[config.mk]
export PLATFORM = sky130hd
export DESIGN_NAME = exc_arbiter
export DESIGN_NICKNAME = d
export VERILOG_FILES = /design/src/rtl/exc_pkg.sv /design/src/rtl/exc_prio_enc.sv /design/src/rtl/exc_arbiter.sv
export SDC_FILE = /design/constraint.sdc
export NUM_CORES = 1
export LEC_CHECK = 0
export BUFFER_PORTS_ARGS = -buffer_cell sky130_fd_sc_hd__buf_2
export CAP_MARGIN = 10
export CORE_MARGIN = 3
export CORE_UTILIZATION = 23
export DETAILED_ROUTE_END_ITERATION = 12
export GPL_ROUTABILITY_DRIVEN = 0
export PLACE_DENSITY_LB_ADDON = 0.08
export SLEW_MARGIN = 20
export SYNTH_ARGS = -nofsm -noshare
export SYNTH_HDL_FRONTEND = slang
export SYNTH_HIERARCHICAL = 1
export SYNTH_SLANG_ARGS = --single-unit
[constraint.sdc]
create_clock -name clk -period 3.1 [get_ports clk]
set_clock_uncertainty 0.05 [all_clocks]
set_input_delay 0.62 -clock clk [delete_from_list [all_inputs] [get_ports clk]]
set_output_delay 0.62 -clock clk [all_outputs]
set_load 0.02 [all_outputs]
[src/rtl/exc_pkg.sv]
// Shared constants for the commit-stage exception arbiter: flag order, ExcCodes,
// vector offsets, cause encoding and FSM states.
package exc_pkg;

    // Flag bit positions inside exc_flags
    localparam int EXC_IF_ADEL = 0;
    localparam int EXC_IF_TLBR = 1;
    localparam int EXC_IF_TLBI = 2;
    localparam int EXC_RI      = 3;
    localparam int EXC_SYS     = 4;
    localparam int EXC_BP      = 5;
    localparam int EXC_OV      = 6;
    localparam int EXC_D_ADE   = 7;
    localparam int EXC_D_TLBR  = 8;
    localparam int EXC_D_TLBI  = 9;
    localparam int EXC_MOD     = 10;
    localparam int EXC_ERET    = 11;
    localparam int EXC_NUM     = 12;

    // Cause vector = {gated flags, interrupt}; index 0 is highest priority
    localparam int CAUSE_NUM = EXC_NUM + 1;
    localparam int CAUSE_W   = $clog2(CAUSE_NUM);

    localparam logic [CAUSE_W-1:0] C_INT     = CAUSE_W'(0);
    localparam logic [CAUSE_W-1:0] C_IF_ADEL = CAUSE_W'(EXC_IF_ADEL + 1);
    localparam logic [CAUSE_W-1:0] C_IF_TLBR = CAUSE_W'(EXC_IF_TLBR + 1);
    localparam logic [CAUSE_W-1:0] C_IF_TLBI = CAUSE_W'(EXC_IF_TLBI + 1);
    localparam logic [CAUSE_W-1:0] C_RI      = CAUSE_W'(EXC_RI + 1);
    localparam logic [CAUSE_W-1:0] C_SYS     = CAUSE_W'(EXC_SYS + 1);
    localparam logic [CAUSE_W-1:0] C_BP      = CAUSE_W'(EXC_BP + 1);
    localparam logic [CAUSE_W-1:0] C_OV      = CAUSE_W'(EXC_OV + 1);
    localparam logic [CAUSE_W-1:0] C_D_ADE   = CAUSE_W'(EXC_D_ADE + 1);
    localparam logic [CAUSE_W-1:0] C_D_TLBR  = CAUSE_W'(EXC_D_TLBR + 1);
    localparam logic [CAUSE_W-1:0] C_D_TLBI  = CAUSE_W'(EXC_D_TLBI + 1);
    localparam logic [CAUSE_W-1:0] C_MOD     = CAUSE_W'(EXC_MOD + 1);
    localparam logic [CAUSE_W-1:0] C_ERET    = CAUSE_W'(EXC_ERET + 1);

    localparam logic [4:0] EX_INT  = 5'd0;
    localparam logic [4:0] EX_MOD  = 5'd1;
    localparam logic [4:0] EX_TLBL = 5'd2;
    localparam logic [4:0] EX_TLBS = 5'd3;
    localparam logic [4:0] EX_ADEL = 5'd4;
    localparam logic [4:0] EX_ADES = 5'd5;
    localparam logic [4:0] EX_SYS  = 5'd8;
    localparam logic [4:0] EX_BP   = 5'd9;
    localparam logic [4:0] EX_RI   = 5'd10;
    localparam logic [4:0] EX_OV   = 5'd12;

    localparam logic [31:0] OFF_REFILL  = 32'h0000_0000;
    localparam logic [31:0] OFF_GENERAL = 32'h0000_0180;
    localparam logic [31:0] OFF_INT     = 32'h0000_0200;

    typedef enum logic [1:0] {
        BVA_NONE = 2'd0,
        BVA_INST = 2'd1,
        BVA_DATA = 2'd2
    } bva_sel_e;

    typedef enum logic {
        S_IDLE     = 1'b0,
        S_REDIRECT = 1'b1
    } state_e;

    // Data-side address/TLB faults report the store flavour when data_we is set
    function automatic logic [4:0] cause_code(input logic [CAUSE_W-1:0] c, input logic we);
        logic [4:0] code;
        code = EX_INT;
        case (c)
            C_INT:     code = EX_INT;
            C_IF_ADEL: code = EX_ADEL;
            C_IF_TLBR: code = EX_TLBL;
            C_IF_TLBI: code = EX_TLBL;
            C_RI:      code = EX_RI;
            C_SYS:     code = EX_SYS;
            C_BP:      code = EX_BP;
            C_OV:      code = EX_OV;
            C_D_ADE:   code = we ? EX_ADES : EX_ADEL;
            C_D_TLBR:  code = we ? EX_TLBS : EX_TLBL;
            C_D_TLBI:  code = we ? EX_TLBS : EX_TLBL;
            C_MOD:     code = EX_MOD;
            default:   code = EX_INT;
        endcase
        return code;
    endfunction

    function automatic bva_sel_e cause_bva(input logic [CAUSE_W-1:0] c);
        bva_sel_e sel;
        sel = BVA_NONE;
        case (c)
            C_IF_ADEL, C_IF_TLBR, C_IF_TLBI:         sel = BVA_INST;
            C_D_ADE, C_D_TLBR, C_D_TLBI, C_MOD:      sel = BVA_DATA;
            default:                                 sel = BVA_NONE;
        endcase
        return sel;
    endfunction

endpackage

[src/rtl/exc_prio_enc.sv]
// Combinational priority encoder: lowest set bit wins by default, highest set
// bit wins with MSB_FIRST. Also maps the winner to ExcCode / BadVAddr source.
module exc_prio_enc
    import exc_pkg::*;
#(
    parameter int W         = CAUSE_NUM,
    parameter bit MSB_FIRST = 1'b0,
    parameter int IW        = $clog2(W)
) (
    input  logic [W-1:0]  i_req,
    input  logic          i_data_we,
    output logic          o_hit,
    output logic [IW-1:0] o_idx,
    output logic [4:0]    o_code,
    output bva_sel_e      o_bva_sel
);

    always_comb begin
        o_hit = |i_req;
        o_idx = '0;
        if (MSB_FIRST) begin
            for (int i = 0; i < W; i++)
                if (i_req[i]) o_idx = IW'(i);
        end else begin
            for (int i = W - 1; i >= 0; i--)
                if (i_req[i]) o_idx = IW'(i);
        end
    end

    assign o_code    = cause_code(CAUSE_W'(o_idx), i_data_we);
    assign o_bva_sel = cause_bva(CAUSE_W'(o_idx));

endmodule

[src/rtl/exc_arbiter.sv]
// Precise-exception arbiter at commit: picks the winning cause, registers the CP0
// update and holds a flush/redirect until fetch accepts it.
// Optional macro EXC_VECTORED_INT_EN selects per-IRQ interrupt vectors.
module exc_arbiter
    import exc_pkg::*;
#(
    parameter int          NUM_FLUSH   = 4,
    parameter int          NUM_IRQ     = 8,
    parameter logic [31:0] EBASE       = 32'hBFC0_0200,
    parameter logic [31:0] VEC_SPACING = 32'h20
) (
    input  logic                 clk,
    input  logic                 reset,
    input  logic                 i_int_allow,
    input  logic                 i_exl,
    input  logic [NUM_IRQ-1:0]   i_irq_pending,
    input  logic                 i_commit_valid,
    input  logic [EXC_NUM-1:0]   i_exc_flags,
    input  logic [31:0]          i_commit_pc,
    input  logic                 i_commit_in_ds,
    input  logic [31:0]          i_inst_vaddr,
    input  logic [31:0]          i_data_vaddr,
    input  logic                 i_data_we,
    input  logic [31:0]          i_epc_in,
    input  logic                 i_redirect_ready,
    output logic                 o_exc_pending,
    output logic [NUM_FLUSH-1:0] o_flush,
    output logic                 o_redirect_valid,
    output logic [31:0]          o_redirect_pc,
    output logic                 o_cp0_we_exc,
    output logic [4:0]           o_exc_code,
    output logic [31:0]          o_epc_out,
    output logic                 o_bd_out,
    output logic [31:0]          o_badvaddr,
    output logic                 o_badvaddr_we,
    output logic                 o_clear_exl
);

    state_e               r_state, w_state_nxt;
    logic [CAUSE_NUM-1:0] w_cause;
    logic                 w_hit, w_take, w_is_eret, w_is_int, w_refill;
    logic [CAUSE_W-1:0]   w_cidx;
    logic [4:0]           w_code;
    bva_sel_e             w_bva_sel;
    logic [31:0]          w_int_vec, w_vec;

    logic [31:0] r_redirect_pc, r_epc, r_badvaddr;
    logic [4:0]  r_exc_code;
    logic        r_bd, r_cp0_we, r_bva_we, r_clear_exl;

    // Interrupts bypass commit_valid; everything else needs a live instruction
    assign w_cause = {i_exc_flags & {EXC_NUM{i_commit_valid}},
                      i_int_allow & (|i_irq_pending)};

    exc_prio_enc #(.W(CAUSE_NUM), .MSB_FIRST(1'b0), .IW(CAUSE_W)) u_cause_enc (
        .i_req     (w_cause),
        .i_data_we (i_data_we),
        .o_hit     (w_hit),
        .o_idx     (w_cidx),
        .o_code    (w_code),
        .o_bva_sel (w_bva_sel)
    );

`ifdef EXC_VECTORED_INT_EN
    localparam int IRQ_IW = (NUM_IRQ > 1) ? $clog2(NUM_IRQ) : 1;
    localparam int VEC_SH = $clog2(VEC_SPACING);

    logic              w_irq_hit;
    logic [IRQ_IW-1:0] w_irq_idx;
    logic [4:0]        w_irq_code;
    bva_sel_e          w_irq_bva;

    exc_prio_enc #(.W(NUM_IRQ), .MSB_FIRST(1'b1), .IW(IRQ_IW)) u_irq_enc (
        .i_req     (i_irq_pending),
        .i_data_we (1'b0),
        .o_hit     (w_irq_hit),
        .o_idx     (w_irq_idx),
        .o_code    (w_irq_code),
        .o_bva_sel (w_irq_bva)
    );

    // VEC_SPACING is a power of two, so the index multiply is a shift
    assign w_int_vec = EBASE + OFF_INT + (32'(w_irq_idx) << VEC_SH);
`else
    assign w_int_vec = EBASE + OFF_GENERAL;
`endif

    assign w_take    = (r_state == S_IDLE) && w_hit;
    assign w_is_eret = (w_cidx == C_ERET);
    assign w_is_int  = (w_cidx == C_INT);
    assign w_refill  = ((w_cidx == C_IF_TLBR) || (w_cidx == C_D_TLBR)) && !i_exl;

    always_comb begin
        w_vec = EBASE + OFF_GENERAL;
        if (w_is_eret)     w_vec = i_epc_in;
        else if (w_is_int) w_vec = w_int_vec;
        else if (w_refill) w_vec = EBASE + OFF_REFILL;
    end

    always_ff @(posedge clk) begin
        if (reset) r_state <= S_IDLE;
        else       r_state <= w_state_nxt;
    end

    // Triggers arriving while redirecting are dropped; the pipeline replays them
    always_comb begin
        w_state_nxt = r_state;
        case (r_state)
            S_IDLE:     if (w_hit) w_state_nxt = S_REDIRECT;
            S_REDIRECT: if (i_redirect_ready) w_state_nxt = S_IDLE;
            default:    w_state_nxt = S_IDLE;
        endcase
    end

    always_ff @(posedge clk) begin
        if (reset) begin
            r_redirect_pc <= '0;
            r_epc         <= '0;
            r_badvaddr    <= '0;
            r_exc_code    <= '0;
            r_bd          <= 1'b0;
            r_cp0_we      <= 1'b0;
            r_bva_we      <= 1'b0;
            r_clear_exl   <= 1'b0;
        end else begin
            r_cp0_we    <= 1'b0;
            r_bva_we    <= 1'b0;
            r_clear_exl <= 1'b0;
            if (w_take) begin
                r_redirect_pc <= w_vec;
                if (w_is_eret) begin
                    r_clear_exl <= 1'b1;
                end else begin
                    r_cp0_we   <= 1'b1;
                    r_exc_code <= w_code;
                    r_epc      <= i_commit_in_ds ? i_commit_pc - 32'd4 : i_commit_pc;
                    r_bd       <= i_commit_in_ds;
                    case (w_bva_sel)
                        BVA_INST: begin
                            r_badvaddr <= i_inst_vaddr;
                            r_bva_we   <= 1'b1;
                        end
                        BVA_DATA: begin
                            r_badvaddr <= i_data_vaddr;
                            r_bva_we   <= 1'b1;
                        end
                        default: ;
                    endcase
                end
            end
        end
    end

    assign o_exc_pending    = w_take && !reset;
    assign o_flush          = {NUM_FLUSH{r_state == S_REDIRECT}};
    assign o_redirect_valid = (r_state == S_REDIRECT);
    assign o_redirect_pc    = r_redirect_pc;
    assign o_cp0_we_exc     = r_cp0_we;
    assign o_exc_code       = r_exc_code;
    assign o_epc_out        = r_epc;
    assign o_bd_out         = r_bd;
    assign o_badvaddr       = r_badvaddr;
    assign o_badvaddr_we    = r_bva_we;
    assign o_clear_exl      = r_clear_exl;

endmodule
==> metrics, run 1 <==
status=finished, final reports clean; XOR/XNOR Fraction of Synth Area=1.82%; fin area=7420 µm²; die footprint=24,900 µm²; ys async rst share=0%; Synthesized Nets=807; Pwr Density=488 nW/µm²; core outline area=22,200 µm²; post-cts sizing count=0; vias in the first global route=5,322; Slew headroom=56.4%; worst slack at placement=-98.5 ps; top_reg_cell synth=dfxtp_1; switching share of power=32.1%; Hold Buf Count CTS=0; htree depth=3; GRT overflow=0; Multi-input gate area=2910 µm²; switching pwr=1.16 mW; main combinational cell family by area after synthesis=simple AND/OR/NAND/NOR gates; Synth Cell Area=5290 µm²; Routed WL per cell=16.5 µm; initial antenna violation count=3; Syn Area/Cell=8.15 µm²; WL final=19,700 µm; Yosys reg bits=106; drt pass-1 iters=4; combinational power share=24.9%; root buf cell=clkbuf_16; Via Count=5,614; Power Internal=2.46 mW; final hold vios=0; # fillers=2,443; Worst-Skew Late Latency=350 ps; clock slew at reported path FFs=80 ps; fin cells=1,193; Hold/Removal Path Class=flip-flop to flip-flop; post-synthesis adder-cell area fraction=0.473%; Worst-Margin Slew=647 ps; sequential share of the synthesized area=40.1%; Post-CTS Setup Inserts=0; fmax=353 MHz; Die X-Extent=158 µm; area share of the largest cell type after synthesis=40.1%; # Max-Cap Violations=0; ANT nets after route=0; Synth Area in Simple Gates=29.1%; CP max FO=32; RSZ-0062 raised after global routing=no; clock share of power=32.7%; Crit. End Element=flip-flop; dpl cells=1,175; Post-synth EDFFs=0; first-pass GRT wire length=29,600 µm; IO Pins=267; CTS tree=done; share of cells above drive strength 1=37.0%; worst path required time=3310 ps; All-Layer GR Usage=15.1%; Hold Slack=400 ps; clk sinks=106; register area=2120 µm²; dominant cells by area after synthesis=dfxtp_1 40%, a211oi_1 6.7%, mux2i_1 6.2%; cells after synthesis=649; # rows=54; P_leak=3.18 nW; die height=158 µm; vias per cell=4.71; Tcrit/Tclk final=91.3%; CP arrival=3050 ps; nets@finish=1,065; PortBufs=266; final setup fails=0; Synth Area in Compound Gates=16.5%; area grow syn2layout=40.3%; Final min period=2830 ps; fin worst setup slack=269 ps; Max IR drop VDD=0.226 mV; Starting Density=23.8%; clock tree buffer depth=2; Netlist cell types=59; max-slew violations=0; commonest non-fill, non-tap cell in the layout=buf_2; crit start category=input pin; portion of total power attributed to sequential cells=42.4%; mux share of post-synthesis cell area=6.25%; Fin Setup TNS=0 ps; Num CTS Buffers=9; YS warnings=6; DPL Wire Length=14,900 µm; WS Path Type=input pin to flip-flop; placed instance area=7100 µm²; most frequent cells in the layout=265 x buf_2, 106 x dfxtp_1, 87 x nor2_1, 52 x nand2_1, 47 x a211oi_1; DRC Markers=0; largest net degree at the start of global routing=65; Synth area leader=dfxtp_1; initial DRC count=197
area by class of cell:
type                       count  share of cell area [%]
antenna                        1                  0.0337
clock buffer                  10                    3.08
clock inverter                 6                   0.877
inverter                      10                   0.539
multi-input combinational    474                    39.2
sequential                   106                    28.6
tap                          280                    4.72
timing repair buffer         306                    22.9
power by group through the flow:
stage / clock network [mW] / logic (mW) / registers, mW
6_report: 1.18 / 0.902 / 1.54
5_1_grt: 1.30 / 0.994 / 1.55
4_1_cts: 1.26 / 0.900 / 1.54
3_5_place_dp: 0 / 0.897 / 1.57
3_3_place_gp: 0 / 0.897 / 1.57
2_1_floorplan: 0 / 0.368 / 1.71
critical path, cell delays in order:
cell and delay [ps]:
buf_2 100, nor4_1 240, a21boi_0 200, nor2_1 180, o31ai_1 80, or2_1 270, a21oi_1 160, inv_1 60
ha_2 310, nor3_4 290, buf_12 240, nor2_1 60, a211oi_1 220
synthesized netlist by cell type, types with 3 or more instances:
| cell type | number |
|---|---|
| buf_4 | 5 |
| dfxtp_1 | 106 |
| and4_1 | 9 |
| and2_1 | 12 |
| xor2_1 | 5 |
| nor2_1 | 88 |
| nand3b_1 | 3 |
| nand4_1 | 12 |
| or4_1 | 7 |
| nand4b_1 | 3 |
| nor4_1 | 22 |
| clkbuf_1 | 49 |
| a21oi_1 | 37 |
| a311oi_1 | 8 |
| a211oi_1 | 47 |
| o21ai_0 | 14 |
| nand3_1 | 34 |
| nand2b_1 | 4 |
| nor2b_1 | 3 |
| or3_1 | 6 |
| o211ai_1 | 3 |
| mux2i_1 | 33 |
| nor4_2 | 4 |
| inv_1 | 9 |
| xnor2_1 | 6 |
| nand2_1 | 52 |
| nor3_1 | 23 |
stage by stage:
| step | utilization [%] | total power, mW |
|---|---|---|
| after floorplan | - | 2.08 |
| after global placement | 31.9 | 2.47 |
| after detailed placement | 31.9 | 2.47 |
| after CTS | 33.3 | 3.70 |
| after global routing | 33.4 | 3.84 |
| final | 33.4 | 3.62 |
registers in the layout, indices dropped and copies added (netlist names):
signal,count
o_epc_out,32
o_cp0_we_exc,1
o_clear_exl,1
o_badvaddr_we,1
o_exc_code,5
o_redirect_valid,1
o_redirect_pc,32
o_badvaddr,32
o_bd_out,1
layer usage:
metal	up-vias	GRT usage, %	share of wire [%]	wire (µm)
li1	2881	-	-	-
met2	155	23.9	46	9090
met4	4	3.10	0.70	139
met1	2563	20.1	46	9010
met5	-	0	0.096	19
met3	11	5.11	7.5	1470
worst paths after layout:
check,start,to,slack [ps],depth (start not counted)
setup / recovery,i_irq_pending[5],o_badvaddr[10]$_SDFFE_PP0P_,270,13
hold / removal,o_redirect_pc[3]$_SDFFE_PP0P_,o_redirect_pc[3]$_SDFFE_PP0P_,400,2
setup reg to reg,o_redirect_valid$_SDFF_PP0_,o_epc_out[19]$_SDFFE_PP0P_,1180,6
hold reg to reg,o_redirect_pc[3]$_SDFFE_PP0P_,o_redirect_pc[3]$_SDFFE_PP0P_,400,2
cells by family after synthesis:
group                    Yosys count
AND/OR/NAND/NOR                  297
AO/OA/AOI/OAI                    130
flip-flops                       106
buffers and inverters             69
multiplexers                      33
XOR/XNOR                          11
adder cells (fa/ha/maj)            2
other                              1
No activity file was read; power rests on OpenSTA's default activity.
==> run 2: changes to the inputs <==
--- a/config.mk
+++ b/config.mk
@@ -7,7 +7,7 @@
 export LEC_CHECK = 0
 export BUFFER_PORTS_ARGS = -buffer_cell sky130_fd_sc_hd__buf_2
 export CAP_MARGIN = 10
-export CORE_MARGIN = 3
+export CORE_MARGIN = 2
 export CORE_UTILIZATION = 23
 export DETAILED_ROUTE_END_ITERATION = 12
 export GPL_ROUTABILITY_DRIVEN = 0
==> metrics, run 2 (synthesis gave the netlist of run 1 again) <==
status=finished, final reports clean (unchanged); nets@finish=1,068 (was 1,065); Tcrit/Tclk final=91.5% (was 91.3%); initial DRC count=217 (was 197); most frequent cells in the layout=265 x buf_2, 106 x dfxtp_1, 87 x nor2_1, 52 x nand2_1, 47 x a211oi_1 (unchanged); final hold vios=0 (unchanged); CP Cell Sequence=buf_2 > nor4_1 > a21boi_1 > nor4_2 > buf_4 > nand3_1 > nand2b_2 > nor2_1 > buf_2 (was buf_2 > nor4_1 > a21boi_0 > nor2_1 > o31ai_1 > or2_1 > a21oi_1 > inv_1 > ha_2 > nor3_4 > buf_12 > nor2_1 > a211oi_1); CP max FO=5 (was 32); GR peak layer=met2 (unchanged); clk sinks=106 (unchanged); Routed WL per cell=16.1 µm (was 16.5 µm); Crit. End Element=output port (was flip-flop); vias per cell=4.70 (was 4.71); switching share of power=31.0% (was 32.1%); max-slew violations=0 (unchanged); Die X-Extent=156 µm (was 158 µm); share of cells above drive strength 1=37.3% (was 37.0%); ANT nets after route=0 (unchanged); vias in the first global route=5,390 (was 5,322); portion of total power attributed to sequential cells=41.1% (was 42.4%); IO Pins=267 (unchanged); met1 GRT Util=20.7% (was 20.1%); crit start category=input pin (unchanged); WS Path Type=input pin to output port (was input pin to flip-flop); area grow syn2layout=42.1% (was 40.3%); CTS tree=done (unchanged); WHS Path Cells=2 (unchanged); Final min period=2840 ps (was 2830 ps); fmax=353 MHz (about the same); Slew headroom=52.6% (was 56.4%); clock slew at reported path FFs=70 ps (was 80 ps); die height=156 µm (was 158 µm); clock tree buffer depth=2 (unchanged); RSZ-0062 raised after global routing=no (unchanged); Global Route met2 Usage=24.0% (was 23.9%); WL final=19,300 µm (was 19,700 µm); commonest non-fill, non-tap cell in the layout=buf_2 (unchanged); P_leak=3.22 nW (was 3.18 nW); Power Internal=2.58 mW (was 2.46 mW); CP peak stage delay=330 ps (was 310 ps); Pwr Density=497 nW/µm² (was 488 nW/µm²); RR Startpoint=o_redirect_valid$_SDFF_PP0_ (unchanged); core outline area=22,600 µm² (was 22,200 µm²); combinational power share=24.5% (was 24.9%); # fillers=2,427 (was 2,443); Hold Buf Count CTS=0 (unchanged); All-Layer GR Usage=15.4% (was 15.1%); Starting Density=23.4% (was 23.8%); initial antenna violation count=2 (was 3); # rows=55 (was 54); Hold EP=o_redirect_pc[18]$_SDFFE_PP0P_ (was o_redirect_pc[3]$_SDFFE_PP0P_); largest net degree at the start of global routing=65 (unchanged); fin worst setup slack=264 ps (was 269 ps); switching pwr=1.16 mW (about the same); GR met3 Demand/Resource=5.00% (was 5.11%); HP Start=o_redirect_pc[18]$_SDFFE_PP0P_ (was o_redirect_pc[3]$_SDFFE_PP0P_); first-pass GRT wire length=29,700 µm (was 29,600 µm); Num CTS Buffers=9 (unchanged); GRT overflow=0 (unchanged); drt pass-1 iters=4 (unchanged); PortBufs=266 (unchanged); root buf cell=clkbuf_16 (unchanged); die footprint=24,200 µm² (was 24,900 µm²); final setup fails=0 (unchanged); Crit path top cell by count=buf_2 (was nor2_1); htree depth=3 (unchanged); Worst-Margin Slew=710 ps (was 647 ps); Worst-Skew Late Latency=360 ps (was 350 ps); FF-to-FF End=o_epc_out[19]$_SDFFE_PP0P_ (unchanged); clock share of power=34.4% (was 32.7%); Hold/Removal Path Class=flip-flop to flip-flop (unchanged); DRC Markers=0 (unchanged); Max IR drop VDD=0.246 mV (was 0.226 mV); Via Count=5,650 (was 5,614); Fin Setup TNS=0 ps (unchanged); DPL Wire Length=14,500 µm (was 14,900 µm); CP arrival=2170 ps (was 3050 ps); worst path required time=2430 ps (was 3310 ps); worst slack at placement=-116 ps (was -98.5 ps); slowest cell on the critical path=nor4_2 (was ha_2); # Max-Cap Violations=0 (unchanged); FF-to-FF setup slack=1130 ps (was 1180 ps); reg2reg path depth=6 (unchanged)
run 2: cell types whose count changed in the layout (fill, tap and decap cells not counted):
cell        before  now
clkinvlp_4       1    0
buf_12           4    6
clkinv_4         0    2
clkbuf_1         1    0
a21boi_1         1    2
a21boi_0         1    0
clkbuf_8         0    1
buf_4           36   37
clkinv_2         2    0
bufinv_16        1    2
run 2: worst max-delay path, delay by kind of cell:
family	cells	cell delay [ps]
AND/OR/NAND/NOR	5	950
buffers and inverters	3	430
AO/OA/AOI/OAI	1	160
run 2: worst max path at each step:
stage,from,endpoint,slack (ps),cells past startpoint
floorplan,i_commit_valid,o_badvaddr[10]$_SDFFE_PP0P_,-60,13
global placement,i_irq_pending[1],o_badvaddr[16]$_SDFFE_PP0P_,-100,13
CTS,i_irq_pending[5],o_exc_pending,150,9
detailed placement,i_irq_pending[5],o_badvaddr[24]$_SDFFE_PP0P_,-120,13
finish,i_irq_pending[1],o_exc_pending,260,9
global route,i_irq_pending[5],o_exc_pending,40,9
run 2: per-layer routing:
metal  wire (µm)  vias up
li1            -     2885
met3        1450       13
met5          11        -
met4         192        2
met1        8950     2580
met2        8710      170
run 2: power groups by stage:
stage                     combinational, mW  clock [mW]  sequential, mW
final                                 0.915        1.29            1.54
after global routing                   1.01        1.40            1.55
after CTS                             0.908        1.35            1.54
after detailed placement              0.907           0            1.57
after global placement                0.909           0            1.57
after floorplan                       0.368           0            1.71
run 2: cell type report:
cell class | instances | area (µm²) | area share [%]
Multi-Input combinational cell | 474 | 2910 | 38.7
Sequential cell | 106 | 2120 | 28.2
Timing Repair Buffer | 309 | 1750 | 23.3
Tap cell | 285 | 357 | 4.74
Clock buffer | 10 | 239 | 3.18
Clock inverter | 6 | 95.1 | 1.27
Inverter | 10 | 40.0 | 0.533
Antenna cell | 1 | 2.50 | 0.0333
run 2: timing repair:
action,CTS,global route
setup buffers,0,1
endpoints found under the setup margin,0,9
gates resized for setup,0,1
run 2: per-stage QoR:
| step | cell area (µm²) | hold slack [ps] | std cells | total power [mW] | utilization, % |
|---|---|---|---|---|---|
| 6_report | 7520 | 400 | 1201 | 3.74 | 33.2 |
| 5_1_grt | 7510 | 417 | 1200 | 3.96 | 33.2 |
| 4_1_cts | 7480 | 402 | 1198 | 3.79 | 33.0 |
| 3_5_place_dp | 7150 | 393 | 1182 | 2.47 | 31.6 |
| 3_3_place_gp | 7150 | 388 | 1182 | 2.48 | 31.6 |
| 2_1_floorplan | 5300 | 480 | 649 | 2.08 | - |
